### config.mk
export PLATFORM = sky130hd
export DESIGN_NAME = uart_tx_buffer
export DESIGN_NICKNAME = d
export VERILOG_FILES = /design/src/rtl/uart_tx_buffer.sv
export SDC_FILE = /design/constraint.sdc
export NUM_CORES = 1
export LEC_CHECK = 0
export ABC_CLOCK_PERIOD_IN_PS = 3500
export CAP_MARGIN = 20
export CORE_ASPECT_RATIO = 0.75
export CORE_MARGIN = 4
export CORE_UTILIZATION = 60
export DETAILED_ROUTE_END_ITERATION = 7
export GPL_TIMING_DRIVEN = 0
export HOLD_SLACK_MARGIN = 0.03
export PLACE_DENSITY = 0.79
export SYNTH_ARGS = -nofsm -noshare
export SYNTH_HDL_FRONTEND = slang
export SYNTH_SLANG_ARGS = --single-unit
### constraint.sdc
create_clock -name clk -period 3.5 [get_ports clk]
set_clock_uncertainty 0.1 [all_clocks]
set_input_delay 0.7 -clock clk [delete_from_list [all_inputs] [get_ports clk]]
set_output_delay 0.7 -clock clk [all_outputs]
set_load 0.05 [all_outputs]
### src/rtl/uart_tx_buffer.sv
// ---------------------------------------------------------------------------
// uart_tx_buffer
//
// Purpose:
//    Character FIFO in front of a UART transmitter. Characters are pushed in
//    by the host. A small launcher FSM pops one character at a time, presents
//    it on tx_data and pulses tx_wr, then waits for the transmitter to raise
//    and drop tx_busy before launching the next one.
//
// Ports:
//    clk       in   single clock, all state on its rising edge
//    resetn    in   asynchronous reset, active high (asserted = 1)
//    wr_en     in   push wr_data this cycle
//    wr_data   in   character to enqueue (UART_DATA_WIDTH bits)
//    flush     in   discard all queued characters and clear overflow
//    full      out  FIFO holds 2**ADDR_WIDTH entries
//    empty     out  FIFO holds 0 entries
//    level     out  current entry count (ADDR_WIDTH+1 bits)
//    overflow  out  sticky: a write was dropped while full
//    tx_data   out  character presented to the transmitter
//    tx_wr     out  one-cycle launch strobe to the transmitter
//    tx_busy   in   transmitter busy
// ---------------------------------------------------------------------------
module uart_tx_buffer #(
    parameter int ADDR_WIDTH      = 4,
    parameter int UART_DATA_WIDTH = 8,
    parameter int BUSY_TIMEOUT    = 4
) (
    input  logic                       clk,
    input  logic                       resetn,
    input  logic                       wr_en,
    input  logic [UART_DATA_WIDTH-1:0] wr_data,
    input  logic                       flush,
    output logic                       full,
    output logic                       empty,
    output logic [ADDR_WIDTH:0]        level,
    output logic                       overflow,
    output logic [UART_DATA_WIDTH-1:0] tx_data,
    output logic                       tx_wr,
    input  logic                       tx_busy
);

    localparam int DEPTH = 1 << ADDR_WIDTH;
    localparam int CW    = (BUSY_TIMEOUT > 1) ? $clog2(BUSY_TIMEOUT) : 1;
    localparam logic [CW-1:0]       TIMEOUT_LAST = CW'(BUSY_TIMEOUT - 1);
    localparam logic [ADDR_WIDTH:0] LEVEL_FULL   = (ADDR_WIDTH + 1)'(DEPTH);

    typedef enum logic [1:0] {
        S_IDLE,
        S_LAUNCH,
        S_WAIT_BUSY,
        S_WAIT_DONE
    } state_t;

    state_t                     state_q, state_d;
    logic [CW-1:0]              busyCnt_q, busyCnt_d;

    logic [UART_DATA_WIDTH-1:0] mem_q [DEPTH];
    logic [ADDR_WIDTH-1:0]      wrPtr_q, wrPtr_d;
    logic [ADDR_WIDTH-1:0]      rdPtr_q, rdPtr_d;
    logic [ADDR_WIDTH:0]        level_q, level_d;
    logic                       full_q, full_d;
    logic                       empty_q, empty_d;
    logic                       overflow_q, overflow_d;
    logic [UART_DATA_WIDTH-1:0] txData_q, txData_d;

    logic                       push;
    logic                       pop;

    // The launcher pops only from idle, never while the transmitter is busy,
    // and never in a flush cycle (the flushed head must not be launched).
    assign pop  = (state_q == S_IDLE) && !empty_q && !tx_busy && !flush;
    assign push = wr_en && !full_q && !flush;

    // FIFO bookkeeping. Flush wins over everything. A write while full is
    // dropped and flagged even if a pop frees a slot in the same cycle.
    always_comb begin
        wrPtr_d    = wrPtr_q;
        rdPtr_d    = rdPtr_q;
        level_d    = level_q;
        overflow_d = overflow_q;
        txData_d   = txData_q;
        if (flush) begin
            wrPtr_d    = '0;
            rdPtr_d    = '0;
            level_d    = '0;
            overflow_d = 1'b0;
        end else begin
            if (push) begin
                wrPtr_d = wrPtr_q + ADDR_WIDTH'(1);
            end
            if (pop) begin
                rdPtr_d  = rdPtr_q + ADDR_WIDTH'(1);
                txData_d = mem_q[rdPtr_q];
            end
            if (wr_en && full_q) begin
                overflow_d = 1'b1;
            end
            case ({push, pop})
                2'b10:   level_d = level_q + (ADDR_WIDTH + 1)'(1);
                2'b01:   level_d = level_q - (ADDR_WIDTH + 1)'(1);
                default: level_d = level_q;
            endcase
        end
        full_d  = (level_d == LEVEL_FULL);
        empty_d = (level_d == '0);
    end

    always_ff @(posedge clk or posedge resetn) begin
        if (resetn) begin
            wrPtr_q    <= '0;
            rdPtr_q    <= '0;
            level_q    <= '0;
            full_q     <= 1'b0;
            empty_q    <= 1'b1;
            overflow_q <= 1'b0;
            txData_q   <= '0;
        end else begin
            wrPtr_q    <= wrPtr_d;
            rdPtr_q    <= rdPtr_d;
            level_q    <= level_d;
            full_q     <= full_d;
            empty_q    <= empty_d;
            overflow_q <= overflow_d;
            txData_q   <= txData_d;
        end
    end

    // Storage needs no reset: the pointers and level define what is valid.
    always_ff @(posedge clk) begin
        if (push) begin
            mem_q[wrPtr_q] <= wr_data;
        end
    end

    // FSM state register
    always_ff @(posedge clk or posedge resetn) begin
        if (resetn) begin
            state_q   <= S_IDLE;
            busyCnt_q <= '0;
        end else begin
            state_q   <= state_d;
            busyCnt_q <= busyCnt_d;
        end
    end

    // FSM next state. Flush only touches the FIFO, so a character already
    // launched always runs to completion. The wait-for-busy stage gives up
    // after BUSY_TIMEOUT cycles so a silent transmitter cannot hang us.
    always_comb begin
        state_d   = state_q;
        busyCnt_d = busyCnt_q;
        case (state_q)
            S_IDLE: begin
                if (pop) begin
                    state_d = S_LAUNCH;
                end
            end
            S_LAUNCH: begin
                state_d   = S_WAIT_BUSY;
                busyCnt_d = '0;
            end
            S_WAIT_BUSY: begin
                if (tx_busy || (busyCnt_q == TIMEOUT_LAST)) begin
                    state_d = S_WAIT_DONE;
                end else begin
                    busyCnt_d = busyCnt_q + CW'(1);
                end
            end
            S_WAIT_DONE: begin
                if (!tx_busy) begin
                    state_d = S_IDLE;
                end
            end
            default: state_d = S_IDLE;
        endcase
    end

    // FSM outputs: the strobe is decoded from state so reset drops it at once.
    always_comb begin
        tx_wr = 1'b0;
        if (state_q == S_LAUNCH) begin
            tx_wr = 1'b1;
        end
    end

    assign full     = full_q;
    assign empty    = empty_q;
    assign level    = level_q;
    assign overflow = overflow_q;
    assign tx_data  = txData_q;

endmodule

==> results of run 1 <==
==> metrics by stage <==
step,cells,power [uW],setup slack (ns),instance area (um^2),util
detailed placement,525,2870,-0.404,6880,0.663
floorplan,357,2650,0.506,6410,-
finish,557,4580,0.241,7480,0.721
CTS,556,4590,0.0161,7440,0.717
global route,557,4750,0.0535,7480,0.721
global placement,521,2850,-0.231,6860,0.661
==> cells by family (layout without fill, tap and decap cells) <==
logic type                 after synthesis  count (layout)  share of synthesized area
AOI/OAI and AO/OA                       24              24                     0.0289
adders and majority gates               14              14                     0.0273
muxes                                   52              52                      0.145
and+or+nand+nor                         70              70                     0.0519
buffers and inverters                   28              92                     0.0199
DFF                                    156             156                      0.709
xor gates and xnor gates                13              13                     0.0178
==> cell type report <==
| type | instances | area, um^2 | share of cell area |
|---|---|---|---|
| sequential | 156 | 4550 | 0.608 |
| multi-input combinational | 173 | 1750 | 0.233 |
| clock buffer | 20 | 437 | 0.0584 |
| timing repair buffer | 33 | 328 | 0.0438 |
| tap | 136 | 170 | 0.0228 |
| clock inverter | 11 | 123 | 0.0164 |
| buffer | 19 | 93.8 | 0.0126 |
| inverter | 9 | 33.8 | 0.00452 |
==> registers in the layout, summed over array words and instances, names as in the netlist <==
name       cells
tx_data        8
empty          1
wrPtr_q        4
level          5
overflow       1
rdPtr_q        4
state_q        2
busyCnt_q      2
full           1
mem_q        128
==> tightest hold or removal path, stage by stage (launching register included) <==
cell and delay, ns:
dfrtp_1 0.34, nand2_1 0.05, o221ai_1 0.06
==> power groups by stage <==
stage	Sequential [uW]	Combinational [uW]	Clock (uW)
2_1_floorplan	2340	304	0
3_5_place_dp	2190	678	0
6_report	2160	685	1740
5_1_grt	2160	741	1840
4_1_cts	2160	681	1750
3_3_place_gp	2190	661	0
==> per-layer routing <==
layer  part of all wire  GRT usage  routed length (um)  up-vias
met5                  0          0                   0        -
met4              0.012     0.0627                 146        0
met3              0.093     0.0753                1160       15
met2               0.47      0.322                5860      132
met1               0.43      0.316                5300     1721
li1                   -          -                   -     1495
==> synthesized netlist by cell type (2+ instances only) <==
cell	count	area, um^2
a21oi_1	6	30.0
buf_2	5	25.0
buf_4	2	15.0
clkbuf_1	9	33.8
dfrtp_1	27	676
edfxtp_1	128	3840
ha_1	14	175
inv_1	8	30.0
mux2i_1	18	180
mux4_2	32	721
nand2_1	17	63.8
nand2b_1	5	31.3
nand4_1	2	12.5
nor2_1	30	113
nor2b_1	2	12.5
nor3_1	5	25.0
nor3b_1	2	15.0
o21ai_0	2	10.0
o221ai_1	8	70.1
xnor2_1	5	43.8
xor2_1	8	70.1
==> placed cells by master, fill, tap and decap left out, types with 3 or more instances in the layout <==
master,Yosys,final
edfxtp_1,128,128
mux4_2,32,32
nor2_1,30,30
clkdlybuf4s50_1,0,28
dfrtp_1,27,27
mux2i_1,18,18
nand2_1,17,17
clkbuf_16,0,17
ha_1,14,14
clkbuf_1,9,12
buf_2,5,9
o221ai_1,8,8
inv_1,8,8
xor2_1,8,8
a21oi_1,6,6
nand2b_1,5,5
nor3_1,5,5
xnor2_1,5,5
clkinvlp_4,0,4
clkinv_2,0,3
==> final timing paths <==
check                                              end              startpoint  slack, ns
worst max-delay path                    full$_DFF_PP0_                   wr_en       0.24
worst min-delay path            tx_data[7]$_DFFE_PP0P_  tx_data[7]$_DFFE_PP0P_       0.40
max in group asynchronous              empty$_DFF_PP1_                  resetn       2.41
worst max register to register          full$_DFF_PP0_  state_q[1]$_DFFE_PP0P_       0.36
worst min register to register  tx_data[7]$_DFFE_PP0P_  tx_data[7]$_DFFE_PP0P_       0.40
min in group asynchronous           level[0]$_DFF_PP0_                  resetn       0.42
==> timing repair <==
action                                  4_1_cts  5_1_grt
gates resized for setup                       0        3
endpoints found under the setup margin        0        3
setup buffers                                 0        0
==> impl_results.md, run 1 <==
- Syn_nets: 384
- Die extent in x: roughly 130 um
- Drt total wl: 12500 um
- P_int: roughly 3400 uW
- Total Routing Usage GR: 0.219
- F_max: 307 MHz
- Critical path's slowest cell: clkdlybuf4s50_1
- Vias in the first global route: 3520
- Clk buf depth: 2
- First-iteration detailed-routing DRC count: approximately 300
- I/O pins: 30
- Clock net sink count: 156
- EDFF count, synth: about 130
- Later-pin clock latency in the skew report: 0.42 ns
- Clock power share: 0.379
- Net Sw Frac: 0.255
- DRC: 0
- Cell family with most CP delay: simple AND/OR/NAND/NOR gates
- TNS Setup: 0 ns
- Final Setup Violations: 0
- First-pass GRT wire length: between 15000 and 20000 um
- Sequential fraction of design power: 0.471
- Port bufs: 28
- Yosys cell types: 43
- Hold depth: 2
- Mapped Area: 6410 um^2
- Worst setup SP type: input port
- Row cnt: 32
- Gpl congestion: between 0.8 and 0.9
- Synth Area per Inst: 17.9 um^2
- Antenna violations before repair: 0
- Combinational power share: 0.150
- Die Height: 97.5 um
- Maxcap violations: 0
- CTS tree: yes
- Post-DP HPWL: roughly 8500 um
- Max-slew headroom: 0.410
- WP buf/inv: 2
- Max-slew violations: 0
- Asr flop ratio synth: 0.179
- H-tree depth: 4
- Unrepaired setup endpoints after global routing: false
- Via count: between 3000 and 4000
- Min-Delay Path Class: register to register
- Fill count: around 630
- Required @ worst endpoint: 3.70 ns
- Layout cells sized above 1: 0.197
- Hold_ws: 0.397 ns
- Pre-antenna DRT Iters: 5
- DIE AREA: 12400 um^2
- WS Path Type: input port to register
- Switching pwr: approximately 1200 uW
- Largest net degree at the start of global routing: 29
- Vias per inst: 6.04
- Clock root cell: clkbuf_16
- Worst reg-to-reg path cell count: 14
- Status: completed
- Fin crit period: around 3.3 ns
- Crit. path cell count: 12
- FF+latch count, synth: ~160
- Drt wl/cell: 22.4 um
- CP endpoint kind: register
- Final Hold Violating Endpoints: 0
- Placeable Area: 10400 um^2
- Crit-path max FO: 7
- Cell leakage power: ~0.0025 uW
- P&R area growth vs syn: 16.7%
- Power Density: just over 600 nW/um^2
- Peak supply drop: ~0.37 mV
- Sequence of cells on the critical path: clkdlybuf4s50_1 -> nor2b_2 -> nor2b_2 -> inv_1 -> ha_1 -> xor2_1 -> ha_1 -> nor3b_1 -> o32ai_2 -> xnor2_1 -> nor2_1 -> and4_1
- Period utilisation layout: 0.931
- Register area share after synthesis: 0.709
- # diodes: 0
- Clock slew at reported path FFs: about 0.06 ns
- Warnings from Yosys: 0
- TritonCTS Buffers: 17
- Post-synth top flop: edfxtp_1
- Slew @ Worst Pin: 0.882 ns
- Crit path DAT: 3.46 ns
- Gr ovfl total: 0
- Initial Utilization: 0.618
- # nets final: 436
- Final ANT Viol Nets: 0
- Synthesized instance count: between 300 and 400
- Hold_buf cts: 0
- Slowest stage delay, CP: 0.48 ns
(Power assumes the default switching activity.)
==> run 2: changes to the inputs <==
CAP_MARGIN = default   (was 20)
CORE_UTILIZATION = 30   (was 60)
PLACE_DENSITY = default   (was 0.79)
==> impl_results.md, run 2 (synthesized netlist as in run 1, its figures left out) <==
- Status: completed (unchanged)
- Critical path's slowest cell: clkdlybuf4s50_1 (unchanged)
- Final Hold Violating Endpoints: 0 (unchanged)
- Largest net degree at the start of global routing: 29 (unchanged)
- Cell family with most CP delay: simple AND/OR/NAND/NOR gates (unchanged)
- Post-layout util: 0.366 (was 0.721)
- Met2 Use GR: 0.177 (was 0.322)
- Later-pin clock latency in the skew report: 0.42 ns (about the same)
- Fin crit period: 3.28 ns (was 3.26 ns)
- Initial Utilization: 0.304 (was 0.618)
- DRC: 0 (unchanged)
- WP buf/inv: 3 (was 2)
- GRT busiest layer: met2 (unchanged)
- Slowest stage delay, CP: 0.53 ns (was 0.48 ns)
- Drt wl/cell: 19.0 um (was 22.4 um)
- Footprint of the multi-input gates: 1750 um^2 (about the same)
- Slew @ Worst Pin: 1.32 ns (was 0.882 ns)
- Clock slew at reported path FFs: 0.06 ns (about the same)
- TritonCTS Buffers: 17 (unchanged)
- Maxcap violations: 0 (unchanged)
- Port bufs: 28 (unchanged)
- Met3 usage: 0.0299 (was 0.0753)
- # diodes: 0 (unchanged)
- Total Routing Usage GR: 0.121 (was 0.219)
- Commonest cells after routing, fill and taps aside: 128 x edfxtp_1, 32 x mux4_2, 30 x nor2_1 (unchanged)
- H-tree depth: 4 (unchanged)
- Placeable Area: 21100 um^2 (was 10400 um^2)
- Antenna violations before repair: 0 (unchanged)
- # nets final: 431 (was 436)
- Most common cell on crit path: ha_1
- GRT met1 Usage: 0.174 (was 0.316)
- Gr ovfl total: 0 (unchanged)
- Layout cells sized above 1: 0.197 (about the same)
- DP Area: 7050 um^2 (was 6880 um^2)
- Peak supply drop: 0.395 mV (was 0.365 mV)
- Crit path DAT: 3.48 ns (was 3.46 ns)
- Clock root cell: clkbuf_16 (unchanged)
- Total power: 4830 uW (was 4580 uW)
- Sequence of cells on the critical path: clkdlybuf4s50_1 -> nor3b_4 -> nand2b_2 -> buf_6 -> inv_2 -> ha_1 -> xor2_1 -> ha_1 -> nor3b_1 -> o32ai_2 -> xnor2_1 -> nor2_1 -> and4_1 (was clkdlybuf4s50_1 -> nor2b_2 -> nor2b_2 -> inv_1 -> ha_1 -> xor2_1 -> ha_1 -> nor3b_1 -> o32ai_2 -> xnor2_1 -> nor2_1 -> and4_1)
- Crit-path max FO: 10 (was 7)
- Clock net sink count: 156 (unchanged)
- Top reg by flops: mem_q (unchanged)
- WS Path Type: input port to register (unchanged)
- Unrepaired setup endpoints after global routing: false (unchanged)
- Final std cells w/o fill: 705 (was 557)
- Die Height: 135 um (was 97.5 um)
- Final Instance Area: 7700 um^2 (was 7480 um^2)
- Max-slew violations: 0 (unchanged)
- Final Setup Violations: 0 (unchanged)
- Register area: 4550 um^2 (unchanged)
- Die extent in x: 177 um (was 127 um)
- P&R area growth vs syn: 20.2% (was 16.7%)
- Power Density: 626 nW/um^2 (was 612 nW/um^2)
- Worst setup SP type: input port (unchanged)
- Max reg flops: 128 (unchanged)
- Max-slew headroom: 0.113 (was 0.410)
- Min-Delay Path Class: register to register (unchanged)
- Hold_buf cts: 0 (unchanged)
- Final ANT Viol Nets: 0 (unchanged)
- Post-DP HPWL: 9370 um (was 8500 um)
- Cell leakage power: 0.00256 uW (was 0.00255 uW)
- DIE AREA: 23800 um^2 (was 12400 um^2)
- I/O pins: 30 (unchanged)
- Row cnt: 46 (was 32)
- First-pass GRT wire length: 20900 um (was 19900 um)
- Required @ worst endpoint: 3.70 ns (about the same)
- Vias in the first global route: 3487 (was 3520)
- Drt total wl: 13400 um (was 12500 um)
- Period utilisation layout: 0.936 (was 0.931)
- Placed insts: 673 (was 525)
- Vias per inst: 4.66 (was 6.04)
- Via count: 3288 (was 3363)
- Most common cell after layout, fill and taps aside: edfxtp_1 (unchanged)
- CTS tree: yes (unchanged)
- Fill count: 1976 (was 634)
- Clk buf depth: 2 (unchanged)
- Gpl congestion: 0.748 (was 0.876)
- Pre-antenna DRT Iters: 4 (was 5)
- CP endpoint kind: register (unchanged)
- First-iteration detailed-routing DRC count: 219 (was 301)
- F_max: 305 MHz (was 307 MHz)
run 2: cell count changes in the layout (fill, tap and decap cells not counted), moves of 2 or more:
cell,before,now
bufinv_16,2,4
clkinv_2,3,0
buf_2,9,5
inv_6,0,5
nor3_2,0,2
clkbuf_1,12,9
nor3_1,5,3
clkinvlp_4,4,2
run 2: metrics by stage:
| stage | setup slack [ns] | TNS (ns) | hold WS (ns) |
|---|---|---|---|
| finish | 0.224 | 0 | 0.397 |
| CTS | 0.0845 | 0 | 0.404 |
| global placement | -0.248 | -5.23 | 0.380 |
| floorplan | 0.506 | 0 | 0.388 |
| global route | 0.0583 | 0 | 0.459 |
| detailed placement | -0.343 | -8.07 | 0.391 |
run 2: path summary, 6_finish.rpt:
check | from | to | slack [ns] | cells past startpoint
min in group asynchronous | resetn | tx_data[5]$_DFFE_PP0P_ | 0.79 | 2
worst min register to register | overflow$_DFFE_PP0P_ | overflow$_DFFE_PP0P_ | 0.40 | 2
max in group asynchronous | resetn | tx_data[7]$_DFFE_PP0P_ | 1.82 | 2
worst min-delay path | overflow$_DFFE_PP0P_ | overflow$_DFFE_PP0P_ | 0.40 | 2
worst max register to register | state_q[1]$_DFFE_PP0P_ | full$_DFF_PP0_ | 0.36 | 14
worst max-delay path | tx_busy | full$_DFF_PP0_ | 0.22 | 13
run 2: report_power, final:
| part | switching (uW) | internal (uW) |
|---|---|---|
| Clock | 760 | 1210 |
| Combinational | 411 | 269 |
| Sequential | 79.0 | 2100 |
run 2: cell type report:
class	instances	area share
tap	288	0.0468
inverter	9	0.00439
buffer	19	0.0122
sequential	156	0.590
clock inverter	15	0.0274
multi-input combinational	173	0.228
timing repair buffer	28	0.0364
clock buffer	17	0.0552
run 2: metal layers:
layer  up-vias  share of wire
met4         0          0.011
met2        84           0.46
li1       1486              -
met5         -              0
met1      1702           0.45
met3        16          0.074
run 2: worst min-delay path, stage by stage, from the launching register on:
cell and delay (ns):
dfrtp_1 0.34, a21oi_1 0.05, nor2_1 0.07
run 2: repair_timing:
item | CTS | global route
resized for setup | 0 | 2
setup endpoints to repair | 0 | 3
buffers inserted | 0 | 0
==> run 3: changes to the inputs <==
ABC_CLOCK_PERIOD_IN_PS = 3100   (was 3500)
REMOVE_ABC_BUFFERS = 1   (was default)
SKIP_CTS_REPAIR_TIMING = 1   (was default)
clock period = 3.1 ns   (was 3.5 ns; I/O delays follow)
==> impl_results.md, run 3 (synthesized netlist as in run 1, its figures left out) <==
- # nets final: 415 (was 431)
- Layout cells sized above 1: 0.207 (was 0.197)
- Period utilisation layout: 0.955
- GRT met1 Usage: 0.149 (was 0.174)
- Later-pin clock latency in the skew report: 0.42 ns (about the same)
- Max-slew headroom: 0.209 (was 0.113)
- P&R area growth vs syn: 19.4% (was 20.2%)
- Via count: 3185 (was 3288)
- TritonCTS Buffers: 17 (unchanged)
- Post-DP HPWL: 7880 um (was 9370 um)
- CP endpoint kind: register (unchanged)
- First-pass GRT wire length: 19600 um (was 20900 um)
- Pre-antenna DRT Iters: 4 (unchanged)
- TNS Setup: 0 ns (unchanged)
- Slew @ Worst Pin: 1.19 ns (was 1.32 ns)
- Drt total wl: 12600 um (was 13400 um)
- Peak supply drop: 0.324 mV (was 0.395 mV)
- First-iteration detailed-routing DRC count: 183 (was 219)
- Initial Utilization: 0.304 (unchanged)
- Placeable Area: 21100 um^2 (unchanged)
- I/O pins: 30 (unchanged)
- Die Height: 135 um (unchanged)
- CTS tree: yes (unchanged)
- Required @ worst endpoint: 3.31 ns (was 3.70 ns)
- Total power: 5270 uW (was 4830 uW)
- Most common cell after layout, fill and taps aside: edfxtp_1 (unchanged)
- WS Path Type: input port to register (unchanged)
- H-tree depth: 4 (unchanged)
- GRT busiest layer: met2 (unchanged)
- Final Setup Violations: 0 (unchanged)
- Unrepaired setup endpoints after global routing: false (unchanged)
- Final ANT Viol Nets: 0 (unchanged)
- Maxcap violations: 0 (unchanged)
- Largest net degree at the start of global routing: 36 (was 29)
- Row cnt: 46 (unchanged)
- Antenna violations before repair: 0 (unchanged)
- Vias per inst: 4.62 (was 4.66)
- Clk buf depth: 2 (unchanged)
- Clock root cell: clkbuf_16 (unchanged)
- Crit path DAT: 3.17 ns (was 3.48 ns)
- Port bufs: 29 (was 28)
- DIE AREA: 23800 um^2 (unchanged)
- Final Hold Violating Endpoints: 0 (unchanged)
- Die extent in x: 177 um (unchanged)
- Fin crit period: 2.96 ns
- DRC: 0 (unchanged)
- Vias in the first global route: 3286 (was 3487)
- Gr ovfl total: 0 (unchanged)
- Crit-path max FO: 7 (was 10)
- Met2 Use GR: 0.181 (was 0.177)
- Total Routing Usage GR: 0.112 (was 0.121)
- Commonest cells after routing, fill and taps aside: 128 x edfxtp_1, 32 x mux4_2, 30 x nor2_1 (unchanged)
- Top reg by flops: mem_q (unchanged)
- # diodes: 0 (unchanged)
- Power Density: 688 nW/um^2 (was 626 nW/um^2)
- Gpl congestion: 0.720 (was 0.748)
- F_max: 338 MHz
- Fill count: 1951 (was 1976)
- Worst setup SP type: input port (unchanged)
- Status: completed (unchanged)
- Drt wl/cell: 18.3 um (was 19.0 um)
- Max reg flops: 128 (unchanged)
- Min-Delay Path Class: register to register (unchanged)
- Max-slew violations: 0 (unchanged)
- Clock slew at reported path FFs: 0.06 ns (about the same)
- Clock net sink count: 156 (unchanged)
- Met3 usage: 0.0299 (unchanged)
- Cell leakage power: 0.00253 uW (was 0.00256 uW)
-- run 3: final cells by class --
cell class	count	area, um^2	share of cell area
well taps	288	360	0.0471
flip-flops and latches	156	4550	0.594
repair buffers	31	320	0.0419
multi-input cells	173	1800	0.235
clock buffers	18	429	0.0561
inverters	9	33.8	0.00441
clock inverters	14	161	0.0211
-- run 3: final timing paths --
path,slack [ns],startpoint,cells past startpoint,to
max,0.14,wr_en,12,full$_DFF_PP0_
max in group asynchronous,1.44,resetn,2,rdPtr_q[1]$_DFFE_PP0P_
min,0.41,tx_data[3]$_DFFE_PP0P_,2,tx_data[3]$_DFFE_PP0P_
min reg2reg,0.41,tx_data[3]$_DFFE_PP0P_,2,tx_data[3]$_DFFE_PP0P_
max reg2reg,0.23,state_q[1]$_DFFE_PP0P_,13,full$_DFF_PP0_
min in group asynchronous,0.70,resetn,2,tx_data[0]$_DFFE_PP0P_
-- run 3: metrics by stage --
| step | util | instance area [um^2] | cells | hold slack [ns] | setup slack [ns] |
|---|---|---|---|---|---|
| finish | 0.363 | 7650 | 689 | 0.409 | 0.140 |
| global route | 0.363 | 7650 | 689 | 0.436 | 0.0391 |
| CTS | 0.361 | 7600 | 688 | 0.400 | -0.271 |
| detailed placement | 0.333 | 7010 | 656 | 0.386 | -0.715 |
| global placement | 0.331 | 6960 | 655 | 0.377 | -0.634 |
| floorplan | - | 6310 | 338 | 0.388 | 0.166 |
-- run 3: metal layers --
| metal | vias up | wire, um | part of all wire |
|---|---|---|---|
| met5 | - | 0 | 0 |
| met4 | 0 | 100 | 0.0079 |
| met3 | 8 | 415 | 0.033 |
| met2 | 48 | 6160 | 0.49 |
| met1 | 1681 | 5930 | 0.47 |
| li1 | 1448 | - | - |
-- run 3: power breakdown --
| part | switching [uW] | leakage (uW) | internal (uW) |
|---|---|---|---|
| Sequential | 89.0 | 0.00152 | 2370 |
| Combinational | 447 | 0.000724 | 306 |
| Clock | 857 | 0.000283 | 1200 |
| Total | 1390 | 0.00253 | 3880 |
-- run 3: critical path, stage by stage --
cell             delay, ns
clkdlybuf4s50_1       0.49
nor2b_4               0.22
nor2b_2               0.25
inv_1                 0.12
ha_4                  0.20
xor2_1                0.16
ha_1                  0.21
nor3b_2               0.16
o32ai_2               0.24
xnor2_1               0.18
nor2_1                0.08
and4_1                0.22
